===== config.mk =====
export PLATFORM = sky130hd
export DESIGN_NAME = seg7_scan_driver
export DESIGN_NICKNAME = d
export VERILOG_FILES = /design/src/rtl/seg7_pkg.sv /design/src/rtl/seg7_decoder.sv /design/src/rtl/seg7_scan_driver.sv
export SDC_FILE = /design/constraint.sdc
export NUM_CORES = 1
export LEC_CHECK = 0
export BUFFER_PORTS_ARGS = -buffer_cell sky130_fd_sc_hd__buf_4
export CORE_ASPECT_RATIO = 0.6
export CORE_MARGIN = 3
export CORE_UTILIZATION = 60
export CTS_CLUSTER_SIZE = 40
export DETAILED_ROUTE_END_ITERATION = 7
export MAX_ROUTING_LAYER = met4
export PLACE_DENSITY_LB_ADDON = 0.3
export SYNTH_ARGS = -nofsm -noshare
export SYNTH_HDL_FRONTEND = slang
export SYNTH_SLANG_ARGS = --single-unit
export TNS_END_PERCENT = 100

===== constraint.sdc =====
create_clock -name clk -period 4.2 [get_ports clk]
set_input_delay 0.84 -clock clk [delete_from_list [all_inputs] [get_ports clk]]
set_output_delay 0.84 -clock clk [all_outputs]
set_load 0.05 [all_outputs]

===== src/rtl/seg7_pkg.sv =====
// Shared constants for the 7-segment scan display: active-low glyphs,
// anode-off pattern and scan index width.
package seg7_pkg;

    localparam int unsigned IDX_W = 2;

    // Active-low glyphs with seg[0]=a ... seg[6]=g and seg[7]=dp (off).
    localparam logic [7:0] SEG_0    = 8'hC0;
    localparam logic [7:0] SEG_1    = 8'hF9;
    localparam logic [7:0] SEG_2    = 8'hA4;
    localparam logic [7:0] SEG_3    = 8'hB0;
    localparam logic [7:0] SEG_4    = 8'h99;
    localparam logic [7:0] SEG_5    = 8'h92;
    localparam logic [7:0] SEG_6    = 8'h82;
    localparam logic [7:0] SEG_7    = 8'hF8;
    localparam logic [7:0] SEG_8    = 8'h80;
    localparam logic [7:0] SEG_9    = 8'h90;
    localparam logic [7:0] SEG_DASH = 8'hBF;
    localparam logic [7:0] SEG_OFF  = 8'hFF;

    localparam logic [3:0] AN_OFF   = 4'hF;

endpackage


===== src/rtl/seg7_decoder.sv =====
// Combinational BCD nibble to active-low 7-segment glyph (a..g).
// Non-BCD codes 10..15 render as a dash.
module seg7_decoder
    import seg7_pkg::*;
(
    input  logic [3:0] nibble,
    output logic [6:0] glyph
);

    always_comb begin
        glyph = SEG_DASH[6:0];
        case (nibble)
            4'd0:    glyph = SEG_0[6:0];
            4'd1:    glyph = SEG_1[6:0];
            4'd2:    glyph = SEG_2[6:0];
            4'd3:    glyph = SEG_3[6:0];
            4'd4:    glyph = SEG_4[6:0];
            4'd5:    glyph = SEG_5[6:0];
            4'd6:    glyph = SEG_6[6:0];
            4'd7:    glyph = SEG_7[6:0];
            4'd8:    glyph = SEG_8[6:0];
            4'd9:    glyph = SEG_9[6:0];
            default: glyph = SEG_DASH[6:0];
        endcase
    end

endmodule


===== src/rtl/seg7_scan_driver.sv =====
// Time-multiplexed MM:SS driver for a 4-digit common-anode display with
// per-slot anti-ghost blanking and adjust-mode blinking.
// Optional macro SEG7_COLON_DP_EN lights the decimal point on digit 2.
module seg7_scan_driver
    import seg7_pkg::*;
#(
    parameter int unsigned REFRESH_DIV  = 100000,
    parameter int unsigned BLANK_CYCLES = 1000,
    parameter int unsigned BLINK_DIV    = 25000000
) (
    input  logic        clk,
    input  logic        rst_n,
    input  logic [15:0] digits,
    input  logic        blink_en,
    input  logic        blink_sel,
    output logic [3:0]  an,
    output logic [7:0]  seg
);

    localparam int unsigned RW = $clog2(REFRESH_DIV);
    localparam int unsigned BW = $clog2(BLINK_DIV);

    logic [RW-1:0]    cnt_q, cnt_d;
    logic [IDX_W-1:0] idx_q, idx_d;
    logic [15:0]      snap_q, snap_d;
    logic             sel_q, sel_d;
    logic [BW-1:0]    bcnt_q, bcnt_d;
    logic             phase_q, phase_d;
    logic [3:0]       an_q, an_d;
    logic [7:0]       seg_q, seg_d;

    logic             term;
    logic             in_pair;
    logic             blank;
    logic [3:0]       nibble;
    logic [6:0]       glyph;

    seg7_decoder u_dec (
        .nibble (nibble),
        .glyph  (glyph)
    );

    always_comb begin
        term    = (cnt_q == RW'(REFRESH_DIV - 1));
        cnt_d   = term ? '0 : cnt_q + 1'b1;
        idx_d   = term ? idx_q + 1'b1 : idx_q;
        // Capture only at frame end so a whole frame shows one value.
        snap_d  = (term && idx_q == '1) ? digits : snap_q;
        // blink_sel is sampled per slot so a slot is never split mid-way.
        sel_d   = term ? blink_sel : sel_q;

        bcnt_d  = bcnt_q;
        phase_d = phase_q;
        if (!blink_en) begin
            bcnt_d  = '0;
            phase_d = 1'b0;
        end else if (bcnt_q == BW'(BLINK_DIV - 1)) begin
            bcnt_d  = '0;
            phase_d = ~phase_q;
        end else begin
            bcnt_d  = bcnt_q + 1'b1;
        end

        nibble  = snap_q[{idx_q, 2'b00} +: 4];
        in_pair = sel_q ? ~idx_q[1] : idx_q[1];
        blank   = (cnt_q < RW'(BLANK_CYCLES)) || (phase_q && in_pair);

        an_d    = AN_OFF;
        seg_d   = SEG_OFF;
        if (!blank) begin
            an_d  = ~(4'b0001 << idx_q);
            seg_d = {1'b1, glyph};
`ifdef SEG7_COLON_DP_EN
            seg_d[7] = (idx_q != 2'd2);
`else
            seg_d[7] = 1'b1;
`endif
        end
    end

    always_ff @(posedge clk or negedge rst_n) begin
        if (!rst_n) begin
            cnt_q   <= '0;
            idx_q   <= '0;
            snap_q  <= '0;
            sel_q   <= 1'b0;
            bcnt_q  <= '0;
            phase_q <= 1'b0;
            an_q    <= AN_OFF;
            seg_q   <= SEG_OFF;
        end else begin
            cnt_q   <= cnt_d;
            idx_q   <= idx_d;
            snap_q  <= snap_d;
            sel_q   <= sel_d;
            bcnt_q  <= bcnt_d;
            phase_q <= phase_d;
            an_q    <= an_d;
            seg_q   <= seg_d;
        end
    end

    assign an  = an_q;
    assign seg = seg_q;

endmodule


* Yosys cells after proc, flatten, opt, wreduce, memory -nomap -nowiden *
Memories as Yosys holds them, arrays and structs flattened.
Cells that the tools add are included.

word-level totals
  bits in registers = 74
  memory bits (read-only) = 112
  bits of input ports = 20
  logic and storage cells = 33
  memories = 1

memory list
  name              words  bits a word  rd ports  clocked after Yosys merged registers in  wr ports  RTL line            RTL
  (name not given)  16     7            1         0                                        0         seg7_decoder.sv:12  case (nibble)

operators by class
  add/subtract/negate cells = 3
  order comparisons = 1
  eq/ne operators = 4
  shift operators = 2
  multiplexer cells = 8
  bitwise logic cells = 3
  reduce and logical (&&, ||, !) cells = 3

operator list
  operator                                                                 count
  25-bit two-way mux                                                       2
  25-bit by 1-bit adder with 25-bit output (second input constant)         1
  25-bit == test (second input constant)                                   1
  17-bit by 1-bit adder with 17-bit output (second input constant)         1
  17-bit == test (second input constant)                                   1
  17-bit by 10-bit < comparator with 1-bit output (second input constant)  1
  17-bit two-way mux                                                       1
  16-bit by 5-bit variable part select with 4-bit output                   1
  7-bit two-way mux                                                        1
  4-bit two-way mux                                                        1
  4-bit NOT                                                                1
  1-bit by 2-bit << shifter with 4-bit output (first input constant)       1
  1-bit two-way mux                                                        3
  2-bit by 1-bit adder with 2-bit output (second input constant)           1
  2-bit == test (second input constant)                                    1
  1-bit logical AND                                                        2
  2-bit by 1-bit != test with 1-bit output (second input constant)         1
  1-bit NOT                                                                2
  1-bit logical OR                                                         1

* Depth between registers and ports, before layout *
  depth in word-level cells = 5
  mapped depth = 7

* By module *
Synthesis repeated with hierarchy kept, for this count alone.

unflattened totals
  cells, all modules = 332
  area, all modules = 3663.5 sq um

by module, submodules not included
  module            times used  cells an instance  area an instance (sq um)
  seg7_scan_driver  1           301                3423.3
  seg7_decoder      1           31                 240.2

* Least setup slack after synthesis *
OpenSTA, ideal clock, no wires.

  path type = reg2reg
  from = register cnt_q[0]
  to = register snap_q[0]
  setup time = 0.125 ns
  data arrival time = 1.886 ns
  required time = 4.075 ns
  path slack = 2.190 ns
  stages on the path, launching flop included = 8
  buffers on the path = 2
  clock period less this slack = 2.010 ns
  path through = dfrtp_1 ha_1 and4_1 and4_1 buf_1 nand2_2 buf_2 mux2_2

on the way
  cells in the longest elaborated chain, start to end = 2

RTL lines
  element                   RTL line                RTL
  start: declaration        seg7_scan_driver.sv:23  logic [RW-1:0] cnt_q, cnt_d;
  start signal: assignment  seg7_scan_driver.sv:92  cnt_q <= cnt_d;
  17-bit == test            seg7_scan_driver.sv:44  term = (cnt_q == RW'(REFRESH_DIV - 1));
  1-bit logical AND         seg7_scan_driver.sv:48  snap_d = (term && idx_q == '1) ? digits : snap_q;
  end signal: assignment    seg7_scan_driver.sv:94  snap_q <= snap_d;
  end: declaration          seg7_scan_driver.sv:25  logic [15:0] snap_q, snap_d;

Every way passes these cells.
A chain may end at the register's enable or synchronous reset.

* Worst setup path after layout *
  from = register bcnt_q[0]
  to = register bcnt_q[23]

on the way
  cells in the longest elaborated chain, start to end = 3
  elaborated cells between the ends (all ways) = 4
  classes of those cells = 1 x add/sub; 1 x eq/ne; 2 x mux

RTL lines
  element                                                                     RTL line                                        RTL
  start: declaration                                                          seg7_scan_driver.sv:27                          logic [BW-1:0] bcnt_q, bcnt_d;
  start signal: assignment                                                    seg7_scan_driver.sv:96                          bcnt_q <= bcnt_d;
  25-bit by 1-bit adder with 25-bit output or 25-bit == test (tied branches)  seg7_scan_driver.sv:61, seg7_scan_driver.sv:57
  25-bit two-way mux (*)                                                      seg7_scan_driver.sv:57                          end else if (bcnt_q == BW'(BLINK_DIV - 1)) begin
  25-bit two-way mux (*)                                                      seg7_scan_driver.sv:54                          if (!blink_en) begin
  via bcnt_d[23]                                                              seg7_scan_driver.sv:27

Mark *: on every way through the listed nets, which the timed path passes. The rest lies on a longest branch.

==> reports/metrics.yaml <==
start_kind: "flip-flop"
gp_congestion: 0.8002
synthTopCellsByArea: "dfrtp_1, dfstp_2, mux2_2, ha_1, xnor2_1"
worstHoldStart: "bcnt_q[0]"
io_pins: 32
hold_end: "bcnt_q[0]"
hold_buffers: 0
n_antenna_cell: 0
dieArea_um2: 6829
rows: 20
regToRegSetupSlack_ns: 1.74
synth_top_area_share_pct: 44.24
drc_errors: 0
numCtsBuffers: 9
yosysTopAreaCell: "dfrtp_1"
p_leak_uw: 0.001696
hold_depth: 1
antenna_found_initial: 0
finalSetupViolations: 0
antenna_left: 0
die_x_um: 104.7
die_y_um: 65.22
setup_tns_ns: 0
synth_area_um2: 3507
critPathCaptureType: "flip-flop"
fin_area_um2: 3976
synth_cell_types: 43
synthCells: 322
wl_per_cell_um: 14.51
cp_slowest_stage_delay_ns: 0.65
grt_max_degree: 74
nets: 381
p_per_area_nw_per_um2: 336.6
grt_pass1_vias: 2204
post-dp-hpwl_um: 4450
outcome: "completed"
syn_nets: 353
grt_pass1_wl_um: 10810
place_area_um2: 3766
track_usage_pct: 20.72
clockRootBuffer: "clkbuf_8"
cp_cell_sequence: "ha_1, nand2_1, or4_1, o21ai_1, buf_4, a21oi_1"
hp-class: "reg2reg"
slowest_stage: "o21ai_1"
fmax_mhz: 406.5
cts_setup_buffers: 0
vias: 2438
cp.buffers_inverters: 1
portBuffers: 30
grt.overflow.total: 0
cts_tree: "yes"
globalRouteMet3Util_pct: 6.771
yosys_warnings: 0
hold_violations: 0
reg2reg_to: "bcnt_q[23]"
path_class: "reg2reg"
fin_crit_sh_pct: 58.57
grt_busiest_layer: "met2"
slew_headroom_pct: 42.17
clk_pin_slew_worst_paths_ns: 0.07
r2r-start: "bcnt_q[0]"
critPathMaxFanout: 13
worstRegToRegCells: 6
tightest_slew_ns: 0.8675
yosysSeqAreaShare_pct: 52.48
syn_area_per_cell_um2: 10.89
fillers: 387
start_util_pct: 65.49
worst-path-stages: 6
htreeDepth: 3
area.growth.synth_to_final_pct: 13.38
coreArea_um2: 5355
drt_iter0_drc: 193
clk_latency_ns: 0.34
use_met1_pct: 28.98
critical_path_required_ns: 4.41
drv_cap: 0
ys_ff_latch: 73
layout-drive-gt1-share_pct: 23.38
period_needed_ns: 2.460
finClkSkew_ns: 0.01040
arrival_ns: 2.67
slew_viol_final: 0
peakVddDrop_mv: 0.2115
globalRouteMet2Util_pct: 29.42
cts-resized-gates: 0
cp_top_family: "compound AO/OA/AOI/OAI gates"
rsz0062_at_grt: "no"
dr.pass1.iters: 4
wl_um: 6269
cts.path.max_buffers: 2
cts_sinks: 73
viasPerCell: 5.644
## metal layers
layer / up-vias / share of wire [%]
li1: 1190 / -
met1: 1187 / 50
met2: 53 / 44
met3: 8 / 5.3
met4: 0 / 1.2
met5: - / 0
## synthesized netlist by cell type (all sizes together)
| cell type | n |
|---|---|
| nand3 | 11 |
| conb | 1 |
| dfstp | 11 |
| mux2 | 17 |
| buf | 8 |
| nand2 | 23 |
| and3b | 1 |
| o211ai | 1 |
| nand4 | 6 |
| and2 | 1 |
| or4 | 9 |
| or3 | 8 |
| a211oi | 1 |
| and3 | 6 |
| ha | 11 |
| nor4 | 3 |
| mux4 | 4 |
| xnor2 | 15 |
| a31oi | 1 |
| nand2b | 3 |
| or3b | 1 |
| nor4b | 2 |
| clkbuf | 6 |
| and4 | 4 |
| nor2 | 25 |
| or2 | 2 |
| inv | 12 |
| o21ai | 18 |
| nor3 | 10 |
| a21boi | 1 |
| xor2 | 11 |
| a32oi | 1 |
| a21oi | 18 |
| dfrtp | 62 |
| nor2b | 2 |
| o31ai | 6 |
## state kept, by name (all words and copies together), names as in the netlist
signal,flops
an,4
phase_q,1
bcnt_q,25
seg,7
snap_q,16
cnt_q,17
sel_q,1
idx_q,2
## area by class of cell
cell class / instances / area, µm² / area share [%]
clock buffer: 14 / 195.2 / 4.909
clock inverter: 2 / 15.01 / 0.3776
inverter: 12 / 45.04 / 1.133
multi-input combinational: 223 / 1551 / 39.02
sequential: 73 / 1841 / 46.29
tap: 77 / 96.34 / 2.423
timing repair buffer: 31 / 232.7 / 5.853
## metrics by stage
step                      cells  total power, µW  utilization [%]  worst slack [ns]  hold slack, ns
after floorplan             322            761.0                -             2.190          0.4479
after global placement      416            792.4            70.33             1.835          0.4637
after detailed placement    416            795.0            70.33             1.773          0.4781
after CTS                   432             1355            74.25             1.753          0.4883
after global routing        432             1396            74.25             1.576          0.5132
final                       432             1339            74.25             1.740          0.4916
## logic make-up after synthesis
family / after synthesis / share of synthesized area, %
other cells: 1 / 0.1069
flops: 73 / 52.48
simple gates: 117 / 18.20
fa+ha+maj: 11 / 3.924
compound gates: 47 / 7.492
mux: 21 / 8.027
buf+inv: 26 / 3.282
xor+xnor: 26 / 6.493
## worst reg2reg max path, delay by kind of cell, from the launching register on
kind	cells	cell delay, ns
adder cells (fa/ha/maj)	1	0.22
flip-flops	1	0.39
AND/OR/NAND/NOR	2	0.67
buffers and inverters	1	0.33
AO/OA/AOI/OAI	2	0.73
## placed cells by master, fill, tap and decap left out, types with 12 or more instances in the layout
cell     count
nand2_1     22
xnor2_1     15
mux2_2      17
a21oi_1     18
nor2_1      25
buf_4       31
inv_1       12
dfrtp_1     62
o21ai_0     17
## how the worst max path moves through the flow
stage                     slack (ns)  startpoint    endpoint
after floorplan                 2.19    cnt_q[0]   snap_q[0]
after global placement          1.84    cnt_q[0]   snap_q[9]
after detailed placement        1.77   bcnt_q[0]  bcnt_q[23]
after CTS                       1.75   bcnt_q[0]  bcnt_q[23]
after global routing            1.58   bcnt_q[0]  bcnt_q[23]
final                           1.74   bcnt_q[0]  bcnt_q[23]
## where the power goes
part           total (µW)  internal [µW]  switching (µW)
clock network         558            306             251
registers             720            713            6.50
logic                61.3           26.9            34.4
total                1340           1050             292
(Power assumes the default switching activity.)
